$ cat src/rtl/byte_word_bridge.sv
// Byte<->word bridge: RX packs 4 bytes into a 32-bit word, TX serialises a word into 4 bytes.
// Define BYTE_WORD_BRIDGE_BIG_ENDIAN_EN for big-endian lane order (default little-endian).
module byte_word_bridge (
    input  logic        clk,
    input  logic        rst,
    input  logic        flush,
    input  logic [7:0]  byte_in,
    input  logic        byte_in_valid,
    output logic        byte_in_ready,
    output logic [31:0] word_out,
    output logic        word_out_valid,
    input  logic        word_out_ready,
    input  logic [31:0] word_in,
    input  logic        word_in_valid,
    output logic        word_in_ready,
    output logic [7:0]  byte_out,
    output logic        byte_out_valid,
    input  logic        byte_out_ready
);

    localparam int unsigned BYTE_W = 8;
    localparam int unsigned WORD_W = 32;
    localparam int unsigned LANE_W = 2;

    typedef enum logic {TX_IDLE, TX_SEND} tx_state_t;

    // Lane index -> byte position within the word
    function automatic logic [BYTE_W-1:0] f_get_lane(input logic [WORD_W-1:0] w,
                                                    input logic [LANE_W-1:0] i);
        logic [BYTE_W-1:0] b;
        case (i)
`ifdef BYTE_WORD_BRIDGE_BIG_ENDIAN_EN
            2'd0:    b = w[31:24];
            2'd1:    b = w[23:16];
            2'd2:    b = w[15:8];
            default: b = w[7:0];
`else
            2'd0:    b = w[7:0];
            2'd1:    b = w[15:8];
            2'd2:    b = w[23:16];
            default: b = w[31:24];
`endif
        endcase
        return b;
    endfunction

    function automatic logic [WORD_W-1:0] f_set_lane(input logic [WORD_W-1:0] w,
                                                    input logic [LANE_W-1:0] i,
                                                    input logic [BYTE_W-1:0] b);
        logic [WORD_W-1:0] r;
        r = w;
        case (i)
`ifdef BYTE_WORD_BRIDGE_BIG_ENDIAN_EN
            2'd0:    r[31:24] = b;
            2'd1:    r[23:16] = b;
            2'd2:    r[15:8]  = b;
            default: r[7:0]   = b;
`else
            2'd0:    r[7:0]   = b;
            2'd1:    r[15:8]  = b;
            2'd2:    r[23:16] = b;
            default: r[31:24] = b;
`endif
        endcase
        return r;
    endfunction

    logic [LANE_W-1:0] r_cnt;
    logic [WORD_W-1:0] r_asm;
    logic              r_asm_full;
    logic [WORD_W-1:0] r_word_out;
    logic              r_word_out_valid;

    logic              w_byte_acc;
    logic              w_drain;
    logic [WORD_W-1:0] w_asm_next;

    assign w_byte_acc = byte_in_valid & ~r_asm_full;
    assign w_drain    = r_word_out_valid & word_out_ready;
    assign w_asm_next = f_set_lane(r_asm, r_cnt, byte_in);

    // RX assembly with one word of overflow storage behind the output buffer
    always_ff @(posedge clk or negedge rst) begin
        if (!rst) begin
            r_cnt            <= '0;
            r_asm            <= '0;
            r_asm_full       <= 1'b0;
            r_word_out       <= '0;
            r_word_out_valid <= 1'b0;
        end else if (flush) begin
            r_cnt            <= '0;
            r_asm            <= '0;
            r_asm_full       <= 1'b0;
            r_word_out       <= '0;
            r_word_out_valid <= 1'b0;
        end else if (r_asm_full) begin
            if (w_drain) begin
                r_word_out <= r_asm;
                r_asm_full <= 1'b0;
                r_cnt      <= '0;
            end
        end else if (w_byte_acc) begin
            r_cnt <= r_cnt + 2'd1;
            if (r_cnt == 2'd3) begin
                if (!r_word_out_valid || w_drain) begin
                    r_word_out       <= w_asm_next;
                    r_word_out_valid <= 1'b1;
                end else begin
                    r_asm      <= w_asm_next;
                    r_asm_full <= 1'b1;
                end
            end else begin
                r_asm <= w_asm_next;
                if (w_drain) r_word_out_valid <= 1'b0;
            end
        end else if (w_drain) begin
            r_word_out_valid <= 1'b0;
        end
    end

    tx_state_t         r_tx_state;
    logic [WORD_W-1:0] r_tx_word;
    logic [LANE_W-1:0] r_lane;
    logic [BYTE_W-1:0] r_byte_out;
    logic              r_byte_out_valid;

    // TX serialiser; byte_out is preloaded so it is valid the cycle after capture
    always_ff @(posedge clk or negedge rst) begin
        if (!rst) begin
            r_tx_state       <= TX_IDLE;
            r_tx_word        <= '0;
            r_lane           <= '0;
            r_byte_out       <= '0;
            r_byte_out_valid <= 1'b0;
        end else if (flush) begin
            r_tx_state       <= TX_IDLE;
            r_tx_word        <= '0;
            r_lane           <= '0;
            r_byte_out       <= '0;
            r_byte_out_valid <= 1'b0;
        end else begin
            case (r_tx_state)
                TX_IDLE: begin
                    if (word_in_valid) begin
                        r_tx_word        <= word_in;
                        r_lane           <= '0;
                        r_byte_out       <= f_get_lane(word_in, 2'd0);
                        r_byte_out_valid <= 1'b1;
                        r_tx_state       <= TX_SEND;
                    end
                end
                TX_SEND: begin
                    if (byte_out_ready) begin
                        if (r_lane == 2'd3) begin
                            r_byte_out_valid <= 1'b0;
                            r_tx_state       <= TX_IDLE;
                        end else begin
                            r_lane     <= r_lane + 2'd1;
                            r_byte_out <= f_get_lane(r_tx_word, r_lane + 2'd1);
                        end
                    end
                end
                default: r_tx_state <= TX_IDLE;
            endcase
        end
    end

    assign byte_in_ready  = ~r_asm_full;
    assign word_out       = r_word_out;
    assign word_out_valid = r_word_out_valid;
    assign word_in_ready  = (r_tx_state == TX_IDLE);
    assign byte_out       = r_byte_out;
    assign byte_out_valid = r_byte_out_valid;

endmodule
$ cat config.mk
export PLATFORM = sky130hd
export DESIGN_NAME = byte_word_bridge
export DESIGN_NICKNAME = d
export VERILOG_FILES = /design/src/rtl/byte_word_bridge.sv
export SDC_FILE = /design/constraint.sdc
export NUM_CORES = 1
export LEC_CHECK = 0
export ABC_CLOCK_PERIOD_IN_PS = 2700
export CORE_ASPECT_RATIO = 0.5
export CORE_UTILIZATION = 41
export CTS_CLUSTER_DIAMETER = 40
export CTS_CLUSTER_SIZE = 14
export DETAILED_ROUTE_END_ITERATION = 6
export MAX_ROUTING_LAYER = met4
export PLACE_DENSITY = 0.7
export SETUP_SLACK_MARGIN = 0.5
export SYNTH_ARGS = -nofsm -noshare
export SYNTH_HDL_FRONTEND = slang
export SYNTH_SLANG_ARGS = --single-unit
export TNS_END_PERCENT = 20
$ cat constraint.sdc
create_clock -name clk -period 2.7 [get_ports clk]
set_input_delay 0.27 -clock clk [delete_from_list [all_inputs] [get_ports clk]]
set_output_delay 0.27 -clock clk [all_outputs]
set_load 0.03 [all_outputs]
; After elaboration in Yosys (flattened, before gate mapping)
; Cells that the tools add are included.
[classes]
addsub = 2
eq_ne = 15
mux = 55
n_bitwise = 4
n_reduce_logical = 17
[op_table]
columns = operator, n
row1 = $mux W32, 14
row2 = $mux W8, 8
row3 = $pmux W8 S3, 1
row4 = $mux W1, 20
row5 = $mux W2, 8
row6 = $pmux W8 S2, 1
row7 = $ne A3 B3 Y1 const B, 4
row8 = $reduce_and A3 Y1, 3
row9 = $reduce_bool A3 Y1, 3
row10 = $eq A2 B2 Y1 const B, 4
row11 = $ne A3 B2 Y1 const B, 2
row12 = $reduce_and A2 Y1, 3
row13 = $add A2 B1 Y2 const B, 2
row14 = $eq A2 B1 Y1 const B, 2
row15 = $logic_not A2 Y1, 2
row16 = $ne A2 B2 Y1 const B, 2
row17 = $ne A4 B3 Y1 const B, 1
row18 = $pmux W1 S2, 2
row19 = $pmux W2 S2, 1
row20 = $reduce_and A4 Y1, 1
row21 = $reduce_bool A2 Y1, 2
row22 = $reduce_or A3 Y1, 1
row23 = $and A1 B1 Y1, 2
row24 = $not A1 Y1, 2
row25 = other kinds (2), 2
[word_totals]
ff_bits = 112
in_bits = 47
wordCells = 103

; Depth between registers and ports, before layout
; Gate-level depths: netlist of run 1.
[depth]
depth_word = 8
ltp_mapped = 7
ltp_nobuf = 5

; Worst setup path before layout of run 1
; Ideal clock, no wire load.
[synth_path]
kind = flip-flop to flip-flop
start = register r_cnt[0]
end = register r_word_out[1], in the netlist word_out[1]
setup_time_ps = 135
t_arrival_ps = 1581
path_slack_ps = 984
path_stages_with_launch = 8
path_buffers = 3
path_cell_list = dfrtp_1 > ha_1 > buf_2 > and3b_1 > buf_2 > a21boi_2 > buf_2 > o31ai_1
[synth_via]
elab_chain_cells = 7
[synth_lines]
columns = item, line
row1 = "start, declared", 68  ; logic [LANE_W-1:0] r_cnt;
row2 = "start signal, assigned", 103  ; r_cnt <= r_cnt + 2'd1;
row3 = $logic_not A2 Y1, 52  ; case (i)
row4 = $mux W8, 52
row5 = $mux W32, 105  ; if (!r_word_out_valid || w_drain) begin
row6 = $mux W32, 104  ; if (r_cnt == 2'd3) begin
row7 = $mux W32, 102  ; end else if (w_byte_acc) begin
row8 = $mux W32, 96  ; end else if (r_asm_full) begin
row9 = $mux W32, 90  ; end else if (flush) begin
row10 = "end signal, assigned", 98  ; r_word_out <= r_asm;
row11 = "end signal, assigned", 106  ; r_word_out <= w_asm_next;
row12 = "end, declared", 71  ; logic [WORD_W-1:0] r_word_out;
; Parallel ways exist; a longest one is shown, timed or not. The select of a mux whose other input is x is not followed.
; A chain may end at the register's enable or synchronous reset.

; Worst setup path after layout of run 1
[layout_path]
start = register r_cnt[0]
end = register r_word_out[0], in the netlist word_out[0]
; Same word-level chain as after synthesis.

==> results of run 1 <==
## power groups by stage
stage,combinational (mW),clock [mW],sequential (mW)
floorplan,0.288,0,1.93
global placement,0.643,0,1.86
detailed placement,0.652,0,1.86
CTS,0.656,1.40,1.83
global route,0.702,1.46,1.84
finish,0.650,1.36,1.83
## cells by family (layout without fill, tap and decap cells)
family,count (synthesis),count (layout)
buf+inv,73,147
fa+ha+maj,9,9
simple gates,69,69
mux,57,57
compound gates,164,164
xor+xnor,1,1
flops,112,112
## how the worst max path moves through the flow
stage / start / endpoint / slack (ns) / cells past startpoint
2_1_floorplan: r_cnt[0] / word_out[1] / 0.98 / 7
3_3_place_gp: word_in_valid / r_tx_word[11] / 0.44 / 4
3_5_place_dp: word_in_valid / r_tx_word[26] / 0.40 / 4
4_1_cts: r_cnt[0] / word_out[0] / 0.53 / 5
5_1_grt: r_cnt[0] / word_out[0] / 0.57 / 5
6_report: r_cnt[0] / word_out[0] / 0.65 / 5
## critical path, stage by stage (launching register included)
cell	delay, ns
dfrtp_1	0.44
ha_1	0.37
and3b_2	0.36
a21boi_4	0.41
buf_12	0.22
o31ai_1	0.11
## timing repair
action | in CTS | in global routing
endpoints found under the setup margin | 21 | 10
resized for setup | 1 | 1
gates cloned | 0 | 0
pin swaps | 0 | 0
hold buffers | 1 | 0
setup buffers | 0 | 0
hold endpoints to repair | 47 | 0
## layout by cell type, fill, tap and decap left out, drive strengths merged, types with 9 or more instances in the layout
cell	Yosys	layout
a21oi	19	19
a22o	31	31
buf	23	19
clkbuf	26	10
clkdlybuf4s50	0	88
dfrtp	112	112
ha	9	9
inv	23	25
mux2i	55	55
nand2	37	37
nand3	11	11
o211ai	33	33
o31ai	32	32
## flip-flops by register name, summed over array words and instances (netlist names)
signal and count:
byte_out_valid 1, byte_out 8, word_out_valid 1, r_lane 2, r_asm_full 1, r_cnt 2
r_tx_word 32, r_tx_state 1, r_asm 32, word_out 32
## metrics by stage
stage,std cells,hold slack (ns),util (%)
floorplan,485,-0.0256,-
global placement,713,0.346,50.5
detailed placement,713,0.339,50.5
CTS,729,0.420,53.0
global route,729,0.459,53.0
finish,729,0.424,53.0
## final cells by class
class                      instances  area share (%)
clock buffer                      10            3.53
multi-input combinational        300            34.1
clock inverter                     5           0.942
sequential                       112            41.4
tap                              170            3.14
inverter                          24            1.33
timing repair buffer             108            15.6
## metal layers
metal / GRT usage (%) / part of all wire [%]
met5: - / 0
met4: 4.67 / 1.4
met3: 4.30 / 4.0
met2: 31.8 / 46
met1: 30.0 / 49
==> flow_metrics.env, run 1 <==
export IMPL_synth_adder_area_share_pct=2.08
export IMPL_area_of_the_multi_input_gates_sq_um=2310
export IMPL_critPathCaptureType="flip-flop"
export IMPL_critPathRequiredTime_ns=2.91
export IMPL_grt_pass1_vias=3986
export IMPL_power_per_cell_area_nw_per_um2=567
export IMPL_yosysTopAreaCellShare_pct=51.8
export IMPL_dieWidth_microns=164
export IMPL_synth_simple_gate_area_share_pct=6.13
export IMPL_worst_hold_path_endpoint="r_tx_state"
export IMPL_worst_hold_startpoint="flush"
export IMPL_insertion_delay_ns=0.35
export IMPL_dp_slack_ns=0.399
export IMPL_initial_core_util_pct=42.4
export IMPL_report_final_hold_viol_count=0
export IMPL_ctsHtreeMaxLevel=3
export IMPL_ff2ff_setup_slack_ns=0.65
export IMPL_num_io_pins=91
export IMPL_timing_clock_skew_ns=0.00909
export IMPL_synth_seq_cells=112
export IMPL_most_frequently_used_cell_type_in_the_post_synthesis_netlist="dfrtp_1"
export IMPL_core_rowCount=29
export IMPL_via_count=4098
export IMPL_endpoint_of_the_worst_register_to_register_path="word_out[0]"
export IMPL_synth_avg_cell_area_sq_um=11.2
export IMPL_design_core_area_sq_um=12800
export IMPL_power_sequential_fraction_pct=47.7
export IMPL_grt_overflow_total=0
export IMPL_reg2reg_from="r_cnt[0]"
export IMPL_cts_root_buf="clkbuf_16"
export IMPL_final_antenna_net_count=0
export IMPL_maximum_clock_frequency_mhz=488
export IMPL_cts_reportedPaths_clkPinSlew_ns=0.07
export IMPL_fillCellCount=1162
export IMPL_r2r_cells=5
export IMPL_cts_sink_count=112
export IMPL_tritoncts="built"
export IMPL_drc=0
export IMPL_design_die_area_sq_um=13700
export IMPL_placed_cell_area_sq_um=6450
export IMPL_design_power_total_mw=3.84
export IMPL_timing_max_slew_rel_slack_pct=16.9
export IMPL_globalplace_congestion=0.790
export IMPL_switching_share_pct=27.2
export IMPL_antenna_cells_inserted=0
export IMPL_power_frac_clock_pct=35.4
export IMPL_layout_setup_ws_ns=0.649
export IMPL_synthesis_nets=541
export IMPL_setup_viol=0
export IMPL_final_max_slew_viol_count=0
export IMPL_synth_compound_area_share_pct=23.3
export IMPL_max_slew_worst_pin_slew_ns=1.24
export IMPL_groute_usage_overall_pct=21.3
export IMPL_routedWlPerCell_microns=18.2
export IMPL_ys_async_sr_fraction_pct=100
export IMPL_timing_setup_critical_path_class="flip-flop to flip-flop"
export IMPL_leakagePower_nw=3.03
export IMPL_status="finished, final reports clean"
export IMPL_ys_dominant_reg_cell="dfrtp_1"
export IMPL_synth_top_family_by_area="compound AO/OA/AOI/OAI gates"
export IMPL_antenna_found_initial=0
export IMPL_synth_edf_count=0
export IMPL_clock_tree_buffer_depth=2
export IMPL_drt_first_iter_violations=329
export IMPL_share_comb_of_total_power_pct=16.9
export IMPL_yosysWarningCount=0
export IMPL_fin_crit_sh_pct=76.0
export IMPL_io_buffers=90
export IMPL_p_sw_mw=1.04
export IMPL_wire_length_of_the_first_global_routing_pass_microns=21900
export IMPL_yosysTopAreaCell="dfrtp_1"
export IMPL_cts_buffers_inserted=9
export IMPL_drt_pass1_iterations=5
export IMPL_hold_path_cell_count=3
export IMPL_worst_path_max_fanout=21
export IMPL_drv_cap=0
export IMPL_setup_worst_path_start_class="flip-flop"
export IMPL_finish_instance_area_sq_um=6770
export IMPL_setup_total_negative_slack_ns=0
export IMPL_grt_start_max_net_pins=50
export IMPL_drive_gt1_share_pct=8.05
export IMPL_internal_portion_of_total_power_mw=2.80
export IMPL_rsz0062_at_grt="no"
export IMPL_fp_dieH_microns=83.2
export IMPL_synth_cell_type_count=44
export IMPL_synth_xor_xnor_area_share_pct=0.162
export IMPL_share_of_synthesized_area_spent_on_multiplexers_pct=10.6
export IMPL_num_nets_final=611
export IMPL_synth_seq_area_share_pct=51.8
export IMPL_post_synth_most_frequent_cells="112 x dfrtp_1, 55 x mux2i_1, 37 x nand2_1"
export IMPL_post_drt_via_cell_ratio=5.62
export IMPL_dp_hpwl_microns=9120
export IMPL_hold_path_class="input port to flip-flop"
export IMPL_ff_latch_area_sq_um=2800
export IMPL_synth_cells=485
export IMPL_arrival_ns=2.26
export IMPL_routed_wirelength_microns=13300
export IMPL_period_needed_ns=2.05
export IMPL_synthTopCellsByArea="dfrtp_1 52%, mux2i_1 10%, a22o_1 5.0%"
export IMPL_syn_std_cell_area_sq_um=5410
export IMPL_areaGrowthSynthToFinish_pct=25.1
export IMPL_vdd_ir_drop_worst_mv=0.305
(Power assumes the default switching activity.)
==> inputs of run 2 (changes only) <==
--- a/config.mk
+++ b/config.mk
@@ -5,14 +5,14 @@
 export SDC_FILE = /design/constraint.sdc
 export NUM_CORES = 1
 export LEC_CHECK = 0
-export ABC_CLOCK_PERIOD_IN_PS = 2700
+export ABC_CLOCK_PERIOD_IN_PS = 1760
 export CORE_ASPECT_RATIO = 0.5
 export CORE_UTILIZATION = 41
 export CTS_CLUSTER_DIAMETER = 40
 export CTS_CLUSTER_SIZE = 14
 export DETAILED_ROUTE_END_ITERATION = 6
 export MAX_ROUTING_LAYER = met4
-export PLACE_DENSITY = 0.7
+export PLACE_DENSITY = 0.73
 export SETUP_SLACK_MARGIN = 0.5
 export SYNTH_ARGS = -nofsm -noshare
 export SYNTH_HDL_FRONTEND = slang
==> constraint.sdc (replaced) <==
create_clock -name clk -period 1.76 [get_ports clk]
set_input_delay 0.176 -clock clk [delete_from_list [all_inputs] [get_ports clk]]
set_output_delay 0.176 -clock clk [all_outputs]
set_load 0.03 [all_outputs]
==> run 2 against run 1 <==
Net effect:
- sequential power up 54%
- hold slack got worse by 0.14 ns
- final cell count increased by 6.3%
- clock skew increased by 0.0020 ns
- critical path type unchanged
- register-to-register slack worse by 0.50 ns
- via count increased by 7.8%
- core utilization increased by 5.6 points
- critical path depth up 3
- power up 55%
- flip-flop and latch count is the same
- count of clock-buffer cells in the layout unchanged
==> flow_metrics.env, run 2 (synthesized netlist as in run 1, its figures left out) <==
export IMPL_setup_worst_path_start_class="flip-flop"
export IMPL_max_slew_worst_pin_slew_ns=0.617
export IMPL_worst_stage_delay_on_the_critical_path_ns=0.39
export IMPL_leakagePower_nw=3.34
export IMPL_vdd_ir_drop_worst_mv=0.455
export IMPL_areaGrowthSynthToFinish_pct=38.3
export IMPL_design_core_area_sq_um=12800
export IMPL_insertion_delay_ns=0.35
export IMPL_timing_setup_critical_path_class="flip-flop to flip-flop"
export IMPL_report_final_hold_viol_count=0
export IMPL_io_buffers=90
export IMPL_timing_clock_skew_ns=0.0111
export IMPL_grt_pass1_vias=4460
export IMPL_groute_usage_overall_pct=23.7
export IMPL_ctsHtreeMaxLevel=3
export IMPL_cts_buffers_inserted=9
export IMPL_dp_hpwl_microns=9180
export IMPL_most_common_cell_after_layout_fill_and_taps_aside="dfrtp_1"
export IMPL_endpoint_of_the_worst_register_to_register_path="word_out[14]"
export IMPL_worst_path_max_fanout=8
export IMPL_via_count=4416
export IMPL_cts_reportedPaths_clkPinSlew_ns=0.08
export IMPL_critPathRequiredTime_ns=1.98
export IMPL_drive_gt1_share_pct=19.8
export IMPL_r2r_cells=8
export IMPL_design_die_area_sq_um=13700
export IMPL_antenna_cells_inserted=0
export IMPL_drt_pass1_iterations=4
export IMPL_clock_tree_buffer_depth=2
export IMPL_setup_viol=0
export IMPL_period_needed_ns=1.61
export IMPL_dp_slack_ns=-0.228
export IMPL_design_power_total_mw=5.97
export IMPL_grt_start_max_net_pins=44
export IMPL_reg2reg_from="r_cnt[1]"
export IMPL_drc=0
export IMPL_post_drt_via_cell_ratio=5.70
export IMPL_dieWidth_microns=164
export IMPL_drv_cap=0
export IMPL_cts_sink_count=112
export IMPL_ff2ff_setup_slack_ns=0.15
export IMPL_num_io_pins=91
export IMPL_layout_cells_most_common_list="109 x dfrtp_1, 80 x clkdlybuf4s50_1, 49 x mux2i_1"
export IMPL_final_antenna_net_count=0
export IMPL_globalplace_congestion=0.835
export IMPL_routedWlPerCell_microns=19.4
export IMPL_num_nets_final=656
export IMPL_status="finished, final reports clean"
export IMPL_timing_critical_path_buf_inv=4
export IMPL_timing_max_slew_rel_slack_pct=58.8
export IMPL_routed_wirelength_microns=15100
export IMPL_layout_setup_ws_ns=0.148
export IMPL_setup_total_negative_slack_ns=0
export IMPL_drt_first_iter_violations=272
export IMPL_core_rowCount=29
export IMPL_fp_dieH_microns=83.2
export IMPL_worst_path_dominant_cell_family="buffers and inverters"
export IMPL_initial_core_util_pct=42.4
export IMPL_arrival_ns=1.83
export IMPL_cts_root_buf="clkbuf_16"
export IMPL_critPathCaptureType="flip-flop"
export IMPL_rsz0062_at_grt="yes"
export IMPL_hold_path_class="input port to asynchronous set/reset pin"
export IMPL_antenna_found_initial=0
export IMPL_tritoncts="built"
export IMPL_power_per_cell_area_nw_per_um2=798
export IMPL_final_max_slew_viol_count=0
export IMPL_maximum_clock_frequency_mhz=620
export IMPL_cells_traversed_along_the_worst_timing_path="buf_4, buf_6, inv_6, ha_4, nor2b_4, buf_8, mux2i_1, o31ai_1"
export IMPL_critPathSlowestCell="dfrtp_1"
export IMPL_fin_crit_sh_pct=91.6
export IMPL_grt_overflow_total=0
export IMPL_wire_length_of_the_first_global_routing_pass_microns=24200
export IMPL_hold_ws_ns=0.280
[run 2: cell types whose count changed in the layout (fill, tap and decap cells not counted), sizes merged]
cell           before  now
buf                19   63
clkinv              2    1
bufinv              1    0
clkdlybuf4s50      88   80
clkinvlp            1    4
dlygate4sd2         0    7
clkdlybuf4s15       0    1
a21boi              1    2
[run 2: report_power, final]
| group | leakage [nW] | internal [mW] | total (mW) | switching, mW |
|---|---|---|---|---|
| sequential | 1.51 | 2.71 | 2.81 | 0.0956 |
| clock | 0.125 | 0.982 | 1.97 | 0.986 |
| combinational | 1.70 | 0.562 | 1.19 | 0.632 |
[run 2: cell type report]
type,count,area (sq um)
multi-input cells,301,2490
fillers,1063,5290
clock inverters,6,52.6
well taps,170,213
inverters,24,97.6
repair buffers,152,1600
flip-flops and latches,112,2810
clock buffers,10,229
[run 2: worst reg2reg max path, delay by kind of cell, from the launching register on]
kind                     cells  cell delay (ns)
AO/OA/AOI/OAI                1             0.10
adder cells (fa/ha/maj)      1             0.11
buffers and inverters        4             0.49
flip-flops                   1             0.39
multiplexers                 1             0.25
AND/OR/NAND/NOR              1             0.16
[run 2: per-stage QoR]
step	std cells	util (%)	cell area (sq um)
finish	775	58.6	7480
global route	775	58.6	7480
CTS	770	57.6	7350
detailed placement	733	52.3	6670
global placement	733	52.3	6670
floorplan	485	-	5450
[run 2: worst max-delay path by stage]
stage / startpoint / endpoint / slack (ns) / cells past startpoint
after CTS: r_lane[1] / byte_out[3] / 0.16 / 4
after global placement: word_out_ready / word_out[21] / -0.15 / 4
after global routing: r_cnt[0] / word_out[5] / 0.08 / 8
final: r_cnt[1] / word_out[14] / 0.15 / 8
after detailed placement: word_out_ready / word_out[5] / -0.23 / 4
after floorplan: r_lane[1] / byte_out[0] / 0.09 / 6
[run 2: timing repair]
item,CTS,global route
pin swaps,14,8
buffers inserted,16,5
endpoints found under the setup margin,152,154
hold endpoints to repair,22,0
gates resized for setup,49,21
gates cloned,4,0
hold buffers,1,0
[run 2: metal layers]
layer | global-route usage [%] | share of wire (%) | vias to the layer above | wire (microns)
met5 | - | 0 | - | 0
met4 | 7.92 | 2.7 | 0 | 402
met3 | 4.40 | 6.1 | 35 | 919
met2 | 37.2 | 47 | 158 | 7150
met1 | 30.9 | 44 | 2187 | 6590
li1 | - | - | 2036 | -
==> inputs of run 3 (changes only) <==
--- a/config.mk
+++ b/config.mk
@@ -13,7 +13,7 @@
 export DETAILED_ROUTE_END_ITERATION = 6
 export MAX_ROUTING_LAYER = met4
 export PLACE_DENSITY = 0.73
-export SETUP_SLACK_MARGIN = 0.5
+export REMOVE_ABC_BUFFERS = 1
 export SYNTH_ARGS = -nofsm -noshare
 export SYNTH_HDL_FRONTEND = slang
 export SYNTH_SLANG_ARGS = --single-unit
==> run 3 against run 2 <==
Net effect:
- final cell count shrank 2.7%
- worst setup slack got worse by 0.070 ns
- sequential power barely moved
- hold slack got worse by 0.042 ns
- register-to-register slack got worse by 0.02 ns
- first-iteration DRC count rose by 17%
- power is 0.77% lower
- critical path depth down 6
- fmax shrank 4.2%
- final area fell by 5.8%
- critical endpoint is now word_out_valid
==> flow_metrics.env, run 3 (synthesized netlist as in run 1, its figures left out) <==
export IMPL_status="finished, final reports clean"
export IMPL_fp_dieH_microns=83.2
export IMPL_finish_instance_area_sq_um=7050
export IMPL_core_rowCount=29
export IMPL_worst_path_max_fanout=7
export IMPL_fillCellCount=1118
export IMPL_post_drt_via_cell_ratio=5.67
export IMPL_grt_pass1_vias=4323
export IMPL_grt_overflow_total=0
export IMPL_cts_buffers_inserted=9
export IMPL_areaGrowthSynthToFinish_pct=30.2
export IMPL_setup_viol=0
export IMPL_rsz0062_at_grt="no"
export IMPL_endpoint_of_the_worst_register_to_register_path="word_out[10]"
export IMPL_dp_slack_ns=0.0181
export IMPL_routed_wirelength_microns=13300
export IMPL_vdd_ir_drop_worst_mv=0.475
export IMPL_cts_sink_count=112
export IMPL_tritoncts="built"
export IMPL_post_cts_setup_buffer_count=0
export IMPL_drt_pass1_iterations=4
export IMPL_antenna_cells_inserted=0
export IMPL_period_needed_ns=1.68
export IMPL_r2r_cells=7
export IMPL_ctsHtreeMaxLevel=3
export IMPL_layout_setup_ws_ns=0.0772
export IMPL_critPathCaptureType="output pin"
export IMPL_worst_hold_path_endpoint="byte_out_valid"
export IMPL_worst_hold_startpoint="flush"
export IMPL_reg2reg_from="r_cnt[1]"
export IMPL_timing_setup_critical_path_class="flip-flop to output pin"
export IMPL_groute_usage_overall_pct=21.5
export IMPL_area_of_the_multi_input_gates_sq_um=2320
export IMPL_leakagePower_nw=3.18
export IMPL_drc=0
export IMPL_antenna_found_initial=0
export IMPL_final_antenna_net_count=0
export IMPL_timing_max_slew_rel_slack_pct=69.2
export IMPL_drive_gt1_share_pct=12.2
export IMPL_drt_first_iter_violations=317
export IMPL_fin_crit_sh_pct=95.6
export IMPL_power_per_cell_area_nw_per_um2=841
export IMPL_arrival_ns=1.51
export IMPL_ff_latch_area_sq_um=2800
export IMPL_grt_start_max_net_pins=69
export IMPL_initial_core_util_pct=42.4
export IMPL_critPathRequiredTime_ns=1.58
export IMPL_design_power_total_mw=5.93
export IMPL_final_max_slew_viol_count=0
export IMPL_layout_cells_most_common_list="112 x dfrtp_1, 86 x clkdlybuf4s50_1, 55 x mux2i_1"
export IMPL_ff2ff_setup_slack_ns=0.13
export IMPL_via_count=4273
export IMPL_hold_path_cell_count=2
export IMPL_layout_core_utilization_pct=55.2
export IMPL_report_final_hold_viol_count=0
export IMPL_cts_reportedPaths_clkPinSlew_ns=0.07
export IMPL_globalplace_congestion=0.774
export IMPL_clock_tree_buffer_depth=2
export IMPL_design_core_area_sq_um=12800
export IMPL_setup_worst_path_start_class="flip-flop"
export IMPL_timing_clock_skew_ns=0.00863
export IMPL_dieWidth_microns=164
export IMPL_placed_cell_area_sq_um=6730
export IMPL_dp_hpwl_microns=8970
export IMPL_num_io_pins=91
export IMPL_wire_length_of_the_first_global_routing_pass_microns=22500
export IMPL_max_slew_worst_pin_slew_ns=0.461
export IMPL_maximum_clock_frequency_mhz=594
export IMPL_cts_root_buf="clkbuf_16"
export IMPL_most_common_cell_after_layout_fill_and_taps_aside="dfrtp_1"
export IMPL_drv_cap=0
export IMPL_num_nets_final=636
export IMPL_hold_path_class="input port to flip-flop"
export IMPL_insertion_delay_ns=0.35
export IMPL_io_buffers=90
export IMPL_design_die_area_sq_um=13700
export IMPL_routedWlPerCell_microns=17.6
[run 3: how the worst max path moves through the flow]
stage,start,end,slack [ns]
after floorplan,word_out_valid,word_out[0],-1.32
after global placement,r_cnt[0],word_out[22],0.07
after detailed placement,word_in_valid,r_tx_word[17],0.02
after CTS,r_tx_state,word_in_ready,0.01
after global routing,r_cnt[1],word_out[15],0.01
final,word_out_valid,word_out_valid,0.08
[run 3: power breakdown]
| group | internal [mW] | switching [mW] |
|---|---|---|
| sequential | 2.71 | 0.0967 |
| combinational | 0.490 | 0.575 |
| clock | 1.10 | 0.946 |
| total | 4.31 | 1.62 |
[run 3: through the flow]
| stage | instances | hold slack (ns) | TNS (ns) |
|---|---|---|---|
| 4_1_cts | 754 | 0.224 | 0 |
| 6_report | 754 | 0.238 | 0 |
| 3_5_place_dp | 738 | 0.157 | 0 |
| 5_1_grt | 754 | 0.250 | 0 |
| 3_3_place_gp | 738 | 0.153 | 0 |
| 2_1_floorplan | 436 | -0.120 | -62.30 |
[run 3: worst max-delay path: stages, from the launching register on]
cell and delay, ns:
dfrtp_1 0.35, buf_4 0.14, clkdlybuf4s50_1 0.67
[run 3: repair_timing]
action | in CTS | in global routing
setup endpoints to repair | 1 | 54
gates resized for setup | 1 | 4
gates cloned | 0 | 0
hold buffers | 1 | 0
hold endpoints to repair | 31 | 0
[run 3: routing by layer]
metal | wire [microns] | vias to the layer above | part of all wire [%] | GRT usage (%)
met1 | 6180 | 2131 | 46 | 29.7
li1 | - | 1993 | - | -
met5 | 0 | - | 0 | -
met4 | 222 | 0 | 1.7 | 6.09
met3 | 642 | 22 | 4.8 | 3.95
met2 | 6250 | 127 | 47 | 32.2
[run 3: area by class of cell]
class	count	share of cell area [%]
tap	170	3.02
multi-input combinational	300	32.9
timing repair buffer	133	18.9
clock inverter	6	0.976
sequential	112	39.8
clock buffer	9	3.20
inverter	24	1.28
